[src/rtl/sipo_reg_pkg.sv]
// Shared constants for the UART receive-path shift register.
package sipo_reg_pkg;

    localparam int SIPO_CHAR_WIDTH = 8;

endpackage : sipo_reg_pkg

[src/rtl/sipo_reg.sv]
// Serial-in/parallel-out register for the UART RX path: one bit per enabled
// clock, with a modulo-DATA_WIDTH bit counter and a one-cycle word strobe.
module sipo_reg
    import sipo_reg_pkg::*;
#(
    parameter int DATA_WIDTH = SIPO_CHAR_WIDTH,
    parameter int MSB_FIRST  = 0,
    localparam int CNT_W     = $clog2(DATA_WIDTH + 1)
) (
    input  logic                  clk,
    input  logic                  reset,
    input  logic                  serial_in,
    input  logic                  shift_en,
    output logic [DATA_WIDTH-1:0] parallel_out,
    output logic [CNT_W-1:0]      bit_count,
    output logic                  word_valid
);

    localparam logic [CNT_W-1:0] LAST_BIT = CNT_W'(DATA_WIDTH - 1);

    logic [DATA_WIDTH-1:0] shift_q;
    logic [DATA_WIDTH-1:0] shift_d;
    logic [CNT_W-1:0]      count_q;
    logic [CNT_W-1:0]      count_d;
    logic                  valid_q;
    logic                  valid_d;

    // Next-state for shifter, counter and strobe; disabled cycles hold the partial word.
    always_comb begin
        shift_d = shift_q;
        count_d = count_q;
        valid_d = 1'b0;
        if (shift_en) begin
            if (MSB_FIRST != 0) begin
                shift_d = {shift_q[DATA_WIDTH-2:0], serial_in};
            end else begin
                shift_d = {serial_in, shift_q[DATA_WIDTH-1:1]};
            end
            if (count_q == LAST_BIT) begin
                count_d = {CNT_W{1'b0}};
                valid_d = 1'b1;
            end else begin
                count_d = count_q + CNT_W'(1);
                valid_d = 1'b0;
            end
        end else begin
            shift_d = shift_q;
            count_d = count_q;
            valid_d = 1'b0;
        end
    end

    // State registers with synchronous reset that overrides shift_en.
    always_ff @(posedge clk) begin
        if (reset) begin
            shift_q <= {DATA_WIDTH{1'b0}};
            count_q <= {CNT_W{1'b0}};
            valid_q <= 1'b0;
        end else begin
            shift_q <= shift_d;
            count_q <= count_d;
            valid_q <= valid_d;
        end
    end

    assign parallel_out = shift_q;
    assign bit_count    = count_q;
    assign word_valid   = valid_q;

endmodule : sipo_reg

[config.mk]
export PLATFORM = sky130hd
export DESIGN_NAME = sipo_reg
export DESIGN_NICKNAME = d
export VERILOG_FILES = /design/src/rtl/sipo_reg_pkg.sv /design/src/rtl/sipo_reg.sv
export SDC_FILE = /design/constraint.sdc
export NUM_CORES = 1
export LEC_CHECK = 0
export CAP_MARGIN = 10
export CORE_MARGIN = 3
export CORE_UTILIZATION = 38
export CTS_CLUSTER_SIZE = 28
export DETAILED_ROUTE_END_ITERATION = 8
export PLACE_DENSITY_LB_ADDON = 0.1
export SKIP_LAST_GASP = 1
export SLEW_MARGIN = 15
export SYNTH_ARGS = -nofsm -noshare
export SYNTH_HDL_FRONTEND = slang
export SYNTH_SLANG_ARGS = --single-unit
[constraint.sdc]
create_clock -name clk -period 0.9 [get_ports clk]
set_input_delay 0.09 -clock clk [delete_from_list [all_inputs] [get_ports clk]]
set_output_delay 0.09 -clock clk [all_outputs]
set_load 0.05 [all_outputs]
; Word level (Yosys, flattened, before mapping)
; Index checks and enable logic that the tools add are counted.
[word_totals]
regBits = 13
input_bits = 4
wordCells = 9
[classes]
addsub = 1
n_eq_ne = 1
muxes = 2
bitwise = 1
n_reduce_logical = 1
[ops]
columns = op, count
row1 = $add 4x1->4 const B, 1
row2 = $eq 4x3->1 const B, 1
row3 = $mux 4, 1
row4 = $reduce_or 2->1, 1
row5 = $mux 1, 1
row6 = $not 1->1, 1

; Depth between registers and ports, before layout
; Gate-level depths: netlist of the first run.
[depth]
depth_word = 2
ltp_mapped = 4
ltp_nobuf = 3

; Least setup slack after synthesis of the first run
; Ideal clock, no wire load.
[synth_timing]
kind = reg2reg
from = register count_q[0], in the netlist bit_count[0]
to = register count_q[3], in the netlist bit_count[3]
setup_time_ns = 0.121
arrival_time_ns = 1.316
required_time_ns = 0.779
path_slack_ns = -0.537
path_stages_with_launch = 4
path_buffers = 0
synth_period_minus_slack_ns = 1.437
cell_sequence = dfxtp_1 > ha_1 > nor3_1 > mux2_4
[synth_between]
elab_chain_cells = 2
[synth_rtl]
columns = item, line
row1 = start: declaration, sipo_reg.sv:23  ; logic [CNT_W-1:0] count_q;
row2 = start signal: assignment, sipo_reg.sv:57  ; count_q <= {CNT_W{1'b0}};
row3 = start signal: assignment, sipo_reg.sv:61  ; count_q <= count_d;
row4 = $add 4x1->4 / $eq 4x3->1 (equally long branches), "sipo_reg.sv:43, sipo_reg.sv:39"
row5 = $mux 4 *, sipo_reg.sv:39  ; if (count_q == LAST_BIT) begin
; Every way passes the cells marked *; elsewhere a longest branch is shown, timed or not.
; A chain may end at the register's enable or synchronous reset.

; Worst setup path in the final report of the first run
[layout_timing]
from = register count_q[1], in the netlist bit_count[1]
to = output bit_count[1]
[layout_rtl]
columns = item, line
row1 = end: declaration, sipo_reg.sv:15  ; output logic [CNT_W-1:0] bit_count,
; No word-level cell between the ends.

==> results.md, run 1 <==
- STA puts the critical path data arrival time at 0.91 ns.
- The worst-path cell with the longest stage delay is sky130_fd_sc_hd__dfxtp_4.
- The startpoint identified for the worst hold timing path is shift_en.
- The clock tree root buffer cell is sky130_fd_sc_hd__clkbuf_4.
- In the final layout, the share of cells above drive strength 1 is 0.620.
- The final global-route overflow total is 0.
- The achievable frequency is 1000 MHz.
- The worst clock skew is 0.00314 ns.
- The number of buffers on the longest clock path is 2.
- The die is 43.4 µm tall.
- The maximum cell stage delay along the critical path is 0.37 ns.
- The area enclosed by the die boundary is 0.00188 mm².
- Counting every instance in the synthesized netlist gives 46.
- Of all nets on the critical path, the largest fanout is 3.
- Detailed placement finished with a half-perimeter wire length of 802 µm.
- The net count of the finished layout is 77.
- The minimum clock period is 0.997 ns.
- The top cell family by delay on the critical path is flip-flops.
- At the later pin of the worst-skew pair, clock insertion delay measures 0.27 ns.
- The number of buffers added by the clock tree synthesis step is 3.
- The worst hold path passes through 3 cells.
- The proportion of synthesized area in mux cells is 0.198.
- In the global route stage, met1 resource usage came out at 0.160.
- For the worst setup path, the data required time is 0.81 ns.
- In the global route stage, overall resource usage came out at 0.140.
- The mean number of vias per cell is 5.01.
- After synthesis, the largest family of logic cells by area is multiplexers.
- The adder and majority gate portion of the synthesized area is 0.0236.
- A synthesized cell averages 11.5 µm².
- The number of rows created at floorplan is 12.
- Once routing completed, OpenROAD measured the worst setup slack at -0.0971 ns.
- After detailed routing, the number of remaining DRC violations is 0.
- Of the total synthesized cell area, the portion taken by XOR and XNOR cells is 0.0165.
- The initial antenna violation count is 0.
- Entering global routing, the biggest net connects 14 pins.
- The power density over the cells is 1230 mW/mm².
- The first TritonRoute pass finished after 4 iterations.
- The share of synthesized cell area in and, or, nand and nor gates is 0.167.
- The final period utilization is 1.11.
- Across all hold checks on the routed design, the worst slack comes to 0.344 ns.
- Port buffering added 16 buffers.
- The area fraction in compound gates after synthesis is 0.0354.
- The worst-case IR drop observed on VDD is 1.00 mV.
- The number of violations of the max-capacitance limit is 0.
- The initial utilization of the core area, before any placement, comes to 0.442.
- The final reports fail on setup timing.
- The completed layout was analyzed and its total power is 1.20 mW.
- The worst register-to-register path has a depth of 3.
- The run finished, with violations left.
- The cell accounting for the most synthesized area is sky130_fd_sc_hd__dfxtp_1.
- The flop and latch count out of synthesis is 13.
- In the global route stage, met3 resource usage came out at 0.0622.
- The synthesized net count is 51.
- The number of different library cells used by synthesis comes to 17.
- The violation count after the first detailed-route iteration is 2.
- The number of buffers and inverters on the critical path is 2.
- The classification of the worst-slack hold path is input port to register.
- During synthesis, Yosys emitted a total of 0 warnings.
- In this run the tightest slew margin relative to its limit is 0.898.
- STA classifies the critical path endpoint as a primary output.
- For this block, the routed nets add up to 1190 µm of wire.
- The first global-routing pass estimated 1840 µm of wire.
- In this run the remaining antenna-violating nets after routing total 0.
- For this design the static power due to leakage is 0.415 nW.
- For the pin with the worst max-slew slack, the measured transition is 0.149 ns.
- In this run the critical register-to-register path is launched from bit_count[1]$_SDFFE_PP0P_.
- The worst setup slack for register-to-register paths is -0.05 ns.
- The clock-pin transition on the worst setup and hold timing paths is 0.08 ns.
- Measured along the x axis, the die boundary spans 43.4 µm.
- The core box area is 0.00120 mm².
- At the end of routability-driven placement, the weighted congestion stood at 0.637.
- The deepest level of the CTS H-tree is 1.
- Of the post-synthesis cell area, the dominant cell type holds 0.491.
- Of the synthesized area, sequential elements account for 0.491.
- The via count of the routed design is 426.
- 0 antenna diodes ended up in the layout.
- After detailed routing, the average wire length per cell comes to 14.0 µm.
- Setup violations remaining at the end of the flow were counted as 6.
- Hold repair after CTS inserted 0 buffers.
- The count of boundary I/O pins is 17.
- Setup repair after global routing could not meet its margin everywhere.
- The CTS tree is built.
- STA classifies the critical path startpoint as a register.
- The final count of pins violating max slew was 0.
- The setup slack after placement is -0.303 ns.
- The worst hold path terminates at bit_count[3]$_SDFFE_PP0P_.
- The mapped netlist covers 531 µm².
- The number of global-route vias before repair is 397.
- The met2 demand-to-capacity share in global routing is 0.218.
- The most crowded layer after global routing is met2.
- Walking the worst path, the cells encountered are buf_6 > buf_12.
- The worst register-to-register path ends at bit_count[3]$_SDFFE_PP0P_.
- The count of endpoints failing hold in the final timing report is 0.
- The critical path is of the register to primary output type.
- Clock tree synthesis found a total of 13 sinks.
- The layout overhead on the synthesized area is 82.8%.
- After synthesis, the cell types taking the most area are sky130_fd_sc_hd__dfxtp_1 49%, sky130_fd_sc_hd__mux2i_1 17%, sky130_fd_sc_hd__nor2_1 7.1%, sky130_fd_sc_hd__buf_12 3.8%, sky130_fd_sc_hd__mux2_4 2.8%.
[kinds of logic after synthesis]
group | Yosys count
and+or+nand+nor | 16
DFF | 13
muxes | 10
buffers and inverters | 3
AOI/OAI and AO/OA | 2
xor gates and xnor gates | 1
adders and majority gates | 1
[registers in the layout, indices dropped and copies added (netlist names)]
name	flops
bit_count	4
word_valid	1
parallel_out	8
[metal layers]
layer,routed length (µm),vias to the layer above,part of all wire
li1,-,211,-
met2,634,11,0.53
met5,0,-,0
met4,21,0,0.018
met3,65,4,0.055
met1,469,200,0.39
[stage by stage]
| stage | instances | instance area (µm²) | util | TNS [ns] |
|---|---|---|---|---|
| 3_3_place_gp | 79 | 898 | 0.748 | -3.16 |
| 5_1_grt | 85 | 970 | 0.807 | -0.564 |
| 3_5_place_dp | 79 | 898 | 0.748 | -3.39 |
| 4_1_cts | 85 | 952 | 0.793 | -0.344 |
| 6_report | 85 | 970 | 0.807 | -0.339 |
| 2_1_floorplan | 46 | 569 | - | -0.314 |
[layout by cell type (no fill, tap or decap)]
cell | synthesis | final
sky130_fd_sc_hd__buf_6 | 1 | 3
sky130_fd_sc_hd__buf_4 | 0 | 4
sky130_fd_sc_hd__nor2_1 | 10 | 10
sky130_fd_sc_hd__nand4b_1 | 1 | 1
sky130_fd_sc_hd__a21bo_2 | 1 | 1
sky130_fd_sc_hd__dlygate4sd2_1 | 0 | 1
sky130_fd_sc_hd__buf_12 | 1 | 14
sky130_fd_sc_hd__mux2_4 | 1 | 1
sky130_fd_sc_hd__nand3b_2 | 1 | 1
sky130_fd_sc_hd__dfxtp_2 | 0 | 3
sky130_fd_sc_hd__mux2i_1 | 9 | 9
sky130_fd_sc_hd__clkdlybuf4s50_1 | 0 | 2
sky130_fd_sc_hd__nor3b_1 | 1 | 1
sky130_fd_sc_hd__dfxtp_4 | 0 | 10
sky130_fd_sc_hd__nor3_2 | 0 | 1
sky130_fd_sc_hd__a21oi_2 | 1 | 1
sky130_fd_sc_hd__ha_4 | 0 | 1
sky130_fd_sc_hd__nor2b_1 | 1 | 1
sky130_fd_sc_hd__nand4_2 | 1 | 1
sky130_fd_sc_hd__clkbuf_4 | 0 | 3
sky130_fd_sc_hd__xnor2_1 | 1 | 1
sky130_fd_sc_hd__clkbuf_1 | 0 | 1
[worst reg2reg max path: stages (launching register included)]
cell and delay [ns]:
sky130_fd_sc_hd__dfxtp_4 0.38, sky130_fd_sc_hd__ha_4 0.16, sky130_fd_sc_hd__nor3_2 0.04, sky130_fd_sc_hd__mux2_4 0.25
[synthesized netlist by cell type (all sizes together)]
master	instances
ha	1
nand3b	1
dfxtp	13
nor3b	1
nor2b	1
xnor2	1
nand4b	1
mux2i	9
mux2	1
nor2	10
buf	3
nor3	1
nand4	1
a21oi	1
a21bo	1
[layout make-up]
cell class,count,area [µm²]
fill,76,231
clock buffer,4,26.3
sequential,13,302
multi-input combinational,30,251
timing repair buffer,24,373
tap,14,17.5
[power breakdown]
group          switching (mW)  internal (mW)
clock                   0.181          0.172
combinational           0.114          0.132
sequential             0.0245          0.571
[what timing repair did]
item | 4_1_cts | 5_1_grt
cloned | 0 | 0
pin swaps | 1 | 1
setup buffers | 2 | 0
gates resized for setup | 5 | 8
setup endpoints to repair | 7 | 16
[worst max-delay path by stage]
| stage | startpoint | endpoint | slack [ns] | depth (start not counted) |
|---|---|---|---|---|
| floorplan | bit_count[1]$_SDFFE_PP0P_ | bit_count[3]$_SDFFE_PP0P_ | -0.14 | 3 |
| global placement | shift_en | bit_count[0]$_SDFFE_PP0P_ | -0.27 | 4 |
| detailed placement | shift_en | bit_count[0]$_SDFFE_PP0P_ | -0.30 | 4 |
| CTS | bit_count[0]$_SDFFE_PP0P_ | bit_count[0] | -0.10 | 2 |
| global route | bit_count[0]$_SDFFE_PP0P_ | bit_count[0] | -0.13 | 2 |
| finish | bit_count[1]$_SDFFE_PP0P_ | bit_count[1] | -0.1 | 2 |
No activity file was read; power rests on OpenSTA's default activity.
==> inputs of run 2 (changes only) <==
--- a/config.mk
+++ b/config.mk
@@ -8,7 +8,7 @@
 export CAP_MARGIN = 10
 export CORE_MARGIN = 3
 export CORE_UTILIZATION = 38
-export CTS_CLUSTER_SIZE = 28
+export CTS_CLUSTER_SIZE = 25
 export DETAILED_ROUTE_END_ITERATION = 8
 export PLACE_DENSITY_LB_ADDON = 0.1
 export SKIP_LAST_GASP = 1
==> constraint.sdc (replaced) <==
create_clock -name clk -period 0.9 [get_ports clk]
set_input_delay 0.09 -clock clk [delete_from_list [all_inputs] [get_ports clk]]
set_output_delay 0.09 -clock clk [all_outputs]
set_load 0.005 [all_outputs]
==> results.md, run 2 (synthesis results as in run 1) <==
- The worst-path maximum fanout was 4 (+1).
- The wire length reported by the detailed router is 1090 µm (-8.3%).
- The violation count after the first detailed-route iteration came to 2 (unchanged).
- The number of iterations in the first detailed-routing pass is 2 (-2).
- The net count of the finished layout is 84 (+9.1%).
- The global routing usage summed across all routing layers is 0.148 (+0.00813).
- The arrival time reported for the critical path endpoint is 1.16 ns (+0.25 ns).
- The static leakage power is 0.420 nW (+1.2%).
- The maximum cell stage delay along the critical path is 0.35 ns (-0.02 ns).
- The worst setup path is launched from a register.
- The layout cell share with drive strength beyond 1 is 0.641 (+0.0213).
- The critical path data required time was 1.06 ns (+0.25 ns).
- The minimum hold slack was 0.255 ns (-0.0889 ns).
- The number of buffers on the longest clock path is 2 (unchanged).
- The core box area was 0.00120 mm² (unchanged).
- The clock-pin transition on the worst setup and hold timing paths came to 0.07 ns (about the same).
- The maximum vdd ir drop is 1.10 mV (+10%).
- The placed wire-length estimate is 762 µm (-5.0%).
- The area enclosed by the die boundary is 0.00188 mm² (unchanged).
- The layout filler cell count is 106 (+39%).
- The wire length per cell is 11.9 µm (-15%).
- The final non-filler cell total was 92 (+8.2%).
- Leaving out fill and tap cells, the most frequent cells in the layout are 12 x sky130_fd_sc_hd__buf_4, 10 x sky130_fd_sc_hd__nor2_1, 10 x sky130_fd_sc_hd__dfxtp_2, 9 x sky130_fd_sc_hd__mux2i_1, 7 x sky130_fd_sc_hd__buf_2.
- The final global-route overflow total came to 0 (unchanged).
- The critical path class is register to register.
- The via count of the routed design was 431 (+1.2%).
- TritonCTS built the clock tree.
- The endpoint kind of the worst setup timing path is a register.
- In this design, the largest share of critical-path delay is due to flip-flops.
- The sum of buffers and inverters on the critical path is 1 (-1).
- The largest net degree at the start of global routing is 14 (unchanged).
- The wire length of the first global-routing pass came to 2010 µm (+9.0%).
- The number of buffers added by the clock tree synthesis step came to 3 (unchanged).
- The worst min-delay path startpoint is shift_en.
- The count of boundary I/O pins is 17 (unchanged).
- Compared with the post-synthesis result, the final layout area differs by 53.5%.
- The final antenna-violating net count is 0 (unchanged).
- The worst path setup slack after routing is -0.106 ns (-0.00881 ns).
- The final period utilization is 1.12 (+0.00979).
- The clock sink total came to 13 (unchanged).
- The clock insertion delay at the later pin of the skew report was 0.27 ns (about the same).
- The number of cells traversed by the worst register-to-register path is 4 (+1).
- The power density over the cells is 1360 mW/mm² (+10%).
- The achievable frequency is 994 MHz (-0.88%).
- The worst clock skew is 0.00341 ns (+0.000268 ns).
- The path class of the tightest hold or removal check is input port to register.
- The transition time at the pin with the least slew margin is 0.187 ns (+0.0379 ns).
- The start point of the critical path is bit_count[0]$_SDFFE_PP0P_.
- The instance count after placement with tap cells included is 85 (+7.6%).
- The starting density of the core is 0.442 (unchanged).
- The number of global-route vias before repair is 448 (+13%).
- The clock tree root buffer cell is sky130_fd_sc_hd__clkbuf_4.
- The worst register-to-register path begins at bit_count[0]$_SDFFE_PP0P_.
- The final count of pins violating max slew was 0 (unchanged).
- The flip-flop count of the largest register, all copies and words added is 8 (unchanged).
- The depth of the worst hold-timing path is 3 (unchanged).
- Setup repair after global routing could not meet its margin everywhere.
- The end of the worst register-to-register path is bit_count[3]$_SDFFE_PP0P_.
- The initial antenna violation count is 0 (unchanged).
- The slowest stage of the critical path is the sky130_fd_sc_hd__dfxtp_4 cell.
- The setup slack after placement is -0.325 ns (-0.0219 ns).
- The post-detailed-route DRC marker count is 0 (unchanged).
- The final estimated routing congestion in global placement is 0.672 (+5.4%).
- The number of violations of the max-capacitance limit is 0 (unchanged).
- The number of endpoints failing setup at the final stage came to 5 (-1).
- The number of rows created at floorplan is 12 (unchanged).
- The run finished, with violations left.
- The count of endpoints failing hold in the final timing report is 0 (unchanged).
- The worst max-slew margin expressed relative to the limit came to 0.875 (-0.0226).
- For hold timing, the worst endpoint is bit_count[3]$_SDFFE_PP0P_.
- The number of port buffers is 16 (unchanged).
- The worst setup slack for register-to-register paths is -0.11 ns (-0.06 ns).
- The final reports fail on setup timing.
- The hold buffer count at cts is 0 (unchanged).
- The number of antenna cells inserted is 0 (unchanged).
- The minimum clock period was 1.01 ns (+0.00881 ns).
- The critical path goes through buf_6 > ha_4 > nor3_2 > mux2_4.
- The mean number of vias per cell is 4.68 (-6.5%).
- The chip height is 43.4 µm (unchanged).
- The library cell used most frequently in the layout, excluding fill and tap cells, is sky130_fd_sc_hd__buf_4.
- The die span in x is 43.4 µm (unchanged).
- The deepest level of the CTS H-tree was 1 (unchanged).
[run 2: cell types whose count changed in the layout (fill, tap and decap cells not counted), moves of 5 or more]
cell,previous run,this run
sky130_fd_sc_hd__buf_12,14,1
sky130_fd_sc_hd__buf_2,0,7
sky130_fd_sc_hd__buf_4,4,12
sky130_fd_sc_hd__clkbuf_2,0,5
sky130_fd_sc_hd__dfxtp_2,3,10
sky130_fd_sc_hd__dfxtp_4,10,2
[run 2: worst reg2reg max path: stages (launching register included)]
cell	delay, ns
sky130_fd_sc_hd__dfxtp_4	0.35
sky130_fd_sc_hd__buf_6	0.11
sky130_fd_sc_hd__ha_4	0.15
sky130_fd_sc_hd__nor3_2	0.04
sky130_fd_sc_hd__mux2_4	0.26
[run 2: layer usage]
metal / vias up / wire length, µm / GRT usage
met5: - / 0 / 0
met4: 0 / 8 / 0.0542
li1: 222 / - / -
met1: 195 / 470 / 0.161
met2: 12 / 546 / 0.245
met3: 2 / 65 / 0.0747
[run 2: layout make-up]
type	instances	area, µm²	area share
tap	14	17.5	0.0215
timing repair buffer	31	234	0.287
sequential	13	280	0.344
multi-input combinational	30	256	0.315
clock buffer	4	26.3	0.0323
[run 2: repair_timing]
item / 4_1_cts / 5_1_grt
buffers inserted: 3 / 0
hold endpoints to repair: 0 / 0
setup endpoints to repair: 17 / 19
pin swaps: 2 / 1
resized for setup: 50 / 8
[run 2: worst max path at each step]
stage / endpoint / slack [ns] / cells after the start
after global placement: bit_count[0]$_SDFFE_PP0P_ / -0.27 / 4
after CTS: bit_count[3]$_SDFFE_PP0P_ / -0.11 / 4
after floorplan: bit_count[3]$_SDFFE_PP0P_ / -0.01 / 3
after global routing: bit_count[0]$_SDFFE_PP0P_ / -0.13 / 4
after detailed placement: parallel_out[7]$_SDFFE_PP0P_ / -0.32 / 4
final: bit_count[3]$_SDFFE_PP0P_ / -0.11 / 4
[run 2: power breakdown]
group	total [mW]	internal, mW	switching [mW]
clock network	0.343	0.172	0.171
logic	0.163	0.0939	0.0691
registers	0.600	0.591	0.00932
[run 2: metrics by stage]
step	utilization	power, mW	setup TNS (ns)	instance area [µm²]
CTS	0.695	1.14	-0.494	835
finish	0.678	1.11	-0.398	815
detailed placement	0.666	0.761	-3.72	800
global placement	0.666	0.758	-3.34	800
global route	0.678	1.17	-0.612	815
floorplan	-	0.697	-0.0134	556
==> inputs of run 3 (changes only) <==
==> constraint.sdc (replaced) <==
create_clock -name clk -period 0.9 [get_ports clk]
set_input_delay 0.09 -clock clk [delete_from_list [all_inputs] [get_ports clk]]
set_output_delay 0.09 -clock clk [all_outputs]
set_load 0.1 [all_outputs]
==> results.md, run 3 (synthesis results as in run 1) <==
- The critical path goes through buf_6 > buf_12.
- The static leakage power came to 0.479 nW (+14%).
- TritonCTS built the clock tree.
- The worst path setup slack after routing is -0.134 ns (-0.0285 ns).
- The final non-filler cell total is 94 (+2.2%).
- The final reports fail on setup timing.
- The largest net degree at the start of global routing is 14 (unchanged).
- The final period utilization is 1.15 (+0.0317).
- The area enclosed by the die boundary was 0.00188 mm² (unchanged).
- The global routing usage summed across all routing layers is 0.148 (about the same).
- The violation count after the first detailed-route iteration is 9 (+7).
- The number of rows created at floorplan is 12 (unchanged).
- The critical path in this run is classified as register to primary output.
- The hold buffer count at cts is 0 (unchanged).
- The placed wire-length estimate is 756 µm (-0.79%).
- The arrival time reported for the critical path endpoint is 0.94 ns (-0.22 ns).
- The area of the multi-input gates came to 251 µm² (-2.0%).
- The most common cell after layout, fill and taps aside is sky130_fd_sc_hd__buf_12.
- The final estimated routing congestion in global placement is 0.669 (-0.37%).
- The via count of the routed design came to 451 (+4.6%).
- The wire length of the first global-routing pass is 2000 µm (-0.30%).
- The start point of the critical path is bit_count[0]$_SDFFE_PP0P_.
- The achievable frequency came to 967 MHz (-2.8%).
- The sum of buffers and inverters on the critical path was 2 (+1).
- The number of buffers added by the clock tree synthesis step is 3 (unchanged).
- The critical path data required time came to 0.81 ns (-0.25 ns).
- The path class of the tightest hold or removal check is input port to register.
- In this run the most critical hold path is launched from shift_en.
- The number of iterations in the first detailed-routing pass is 3 (+1).
- The count of endpoints failing hold in the final timing report is 0 (unchanged).
- The wire length reported by the detailed router is 1550 µm (+42%).
- The maximum cell stage delay along the critical path came to 0.39 ns (+0.04 ns).
- The final global-route overflow total is 0 (unchanged).
- The endpoint kind of the worst setup timing path is a primary output.
- The number of global-route vias before repair is 439 (-2.0%).
- The wire length per cell is 16.5 µm (+39%).
- The chip height is 43.4 µm (unchanged).
- The layout filler cell count was 54 (-49%).
- The final antenna-violating net count is 0 (unchanged).
- The mean number of vias per cell is 4.80 (+2.4%).
- The critical path launch point type is a register.
- The layout overhead on the synthesized area is 100%.
- The number of endpoints failing setup at the final stage came to 15 (+10).
- The setup slack after placement is -0.304 ns (+0.0212 ns).
- The worst max-slew margin expressed relative to the limit is 0.813 (-0.0616).
- The instance count after placement with tap cells included is 79 (-7.1%).
- The minimum clock period is 1.03 ns (+0.0285 ns).
- The maximum vdd ir drop was 1.05 mV (-5.0%).
- The transition time at the pin with the least slew margin is 0.279 ns (+0.0923 ns).
- The area of all sequential standard cells is 307 µm² (+9.4%).
- The flip-flop count of the largest register, all copies and words added is 8 (unchanged).
- The total negative slack is -0.673 ns (-0.275 ns).
- The initial antenna violation count is 0 (unchanged).
- The power density over the cells is 1230 mW/mm² (-9.2%).
- The core box area is 0.00120 mm² (unchanged).
- The clock-pin transition on the worst setup and hold timing paths is 0.09 ns (+0.02 ns).
- The final count of pins violating max slew is 0 (unchanged).
- The die span in x came to 43.4 µm (unchanged).
- The net count of the finished layout is 86 (+2.4%).
- Setup repair after global routing could not meet its margin everywhere.
- The number of buffers on the longest clock path was 2 (unchanged).
- The worst register-to-register path begins at bit_count[1]$_SDFFE_PP0P_.
- The clock insertion delay at the later pin of the skew report is 0.28 ns (about the same).
- The number of violations of the max-capacitance limit came to 0 (unchanged).
- The library cells used most frequently in the layout, excluding fill and tap cells, are 14 x sky130_fd_sc_hd__buf_12, 12 x sky130_fd_sc_hd__dfxtp_4, 12 x sky130_fd_sc_hd__buf_4, 10 x sky130_fd_sc_hd__nor2_1, 9 x sky130_fd_sc_hd__mux2i_1.
- The number of port buffers was 16 (unchanged).
- The clock tree root buffer cell is sky130_fd_sc_hd__clkbuf_4.
- The layout cell share with drive strength beyond 1 is 0.663 (+0.0215).
- On the critical path the largest part of the delay comes from flip-flops.
- The post-detailed-route DRC marker count came to 0 (unchanged).
- The count of boundary I/O pins is 17 (unchanged).
- The number of antenna cells inserted is 0 (unchanged).
- The total power is 1.31 mW (+19%).
- The flow ran to the end, but the final reports show violations.
- The worst setup slack for register-to-register paths is -0.12 ns (about the same).
- The starting density of the core is 0.442 (unchanged).
- The deepest level of the CTS H-tree came to 1 (unchanged).
- The clock sink total was 13 (unchanged).
- The worst-path cell with the longest stage delay is sky130_fd_sc_hd__dfxtp_4.
- The worst clock skew is 0.000896 ns (-0.00251 ns).
- The worst-path maximum fanout is 4 (unchanged).
==> run 3: path summary, 6_finish.rpt <==
path / to / cells after the start
setup / recovery: bit_count[0] / 2
hold reg to reg: parallel_out[0]$_SDFFE_PP0P_ / 2
setup reg to reg: bit_count[3]$_SDFFE_PP0P_ / 3
hold / removal: bit_count[3]$_SDFFE_PP0P_ / 3
==> run 3: worst reg2reg max path: cells and delay by family (launching register included) <==
| kind | cells | cell delay, ns |
|---|---|---|
| flops | 1 | 0.38 |
| mux | 1 | 0.31 |
| buf+inv | 1 | 0.12 |
| simple gates | 1 | 0.11 |
==> run 3: per-layer routing <==
| metal | track usage | part of all wire |
|---|---|---|
| met5 | 0 | 0 |
| met4 | 0.0181 | 0 |
| met1 | 0.191 | 0.47 |
| met2 | 0.227 | 0.49 |
| met3 | 0.0747 | 0.043 |
==> run 3: report_power, final <==
part	internal (mW)	switching (mW)
logic	0.156	0.184
clock network	0.172	0.213
registers	0.565	0.0223
==> run 3: through the flow <==
stage          utilization  hold slack, ns  instance area [µm²]
3_3_place_gp         0.769           0.500                  923
5_1_grt              0.885           0.287                 1060
4_1_cts              0.850           0.413                 1020
2_1_floorplan            -           0.143                  594
3_5_place_dp         0.769           0.516                  923
6_report             0.885           0.292                 1060
==> run 3: layout make-up <==
class	instances	share of cell area
well taps	14	0.0165
repair buffers	33	0.434
clock buffers	4	0.0247
multi-input cells	30	0.236
flip-flops and latches	13	0.288
==> run 3: what timing repair did <==
item / in CTS / in global routing
endpoints found under the setup margin: 14 / 21
resized for setup: 3 / 1
endpoints found under the hold margin: 0 / 0
pin swaps: 1 / 0
cloned: 0 / 1
setup buffers: 8 / 2
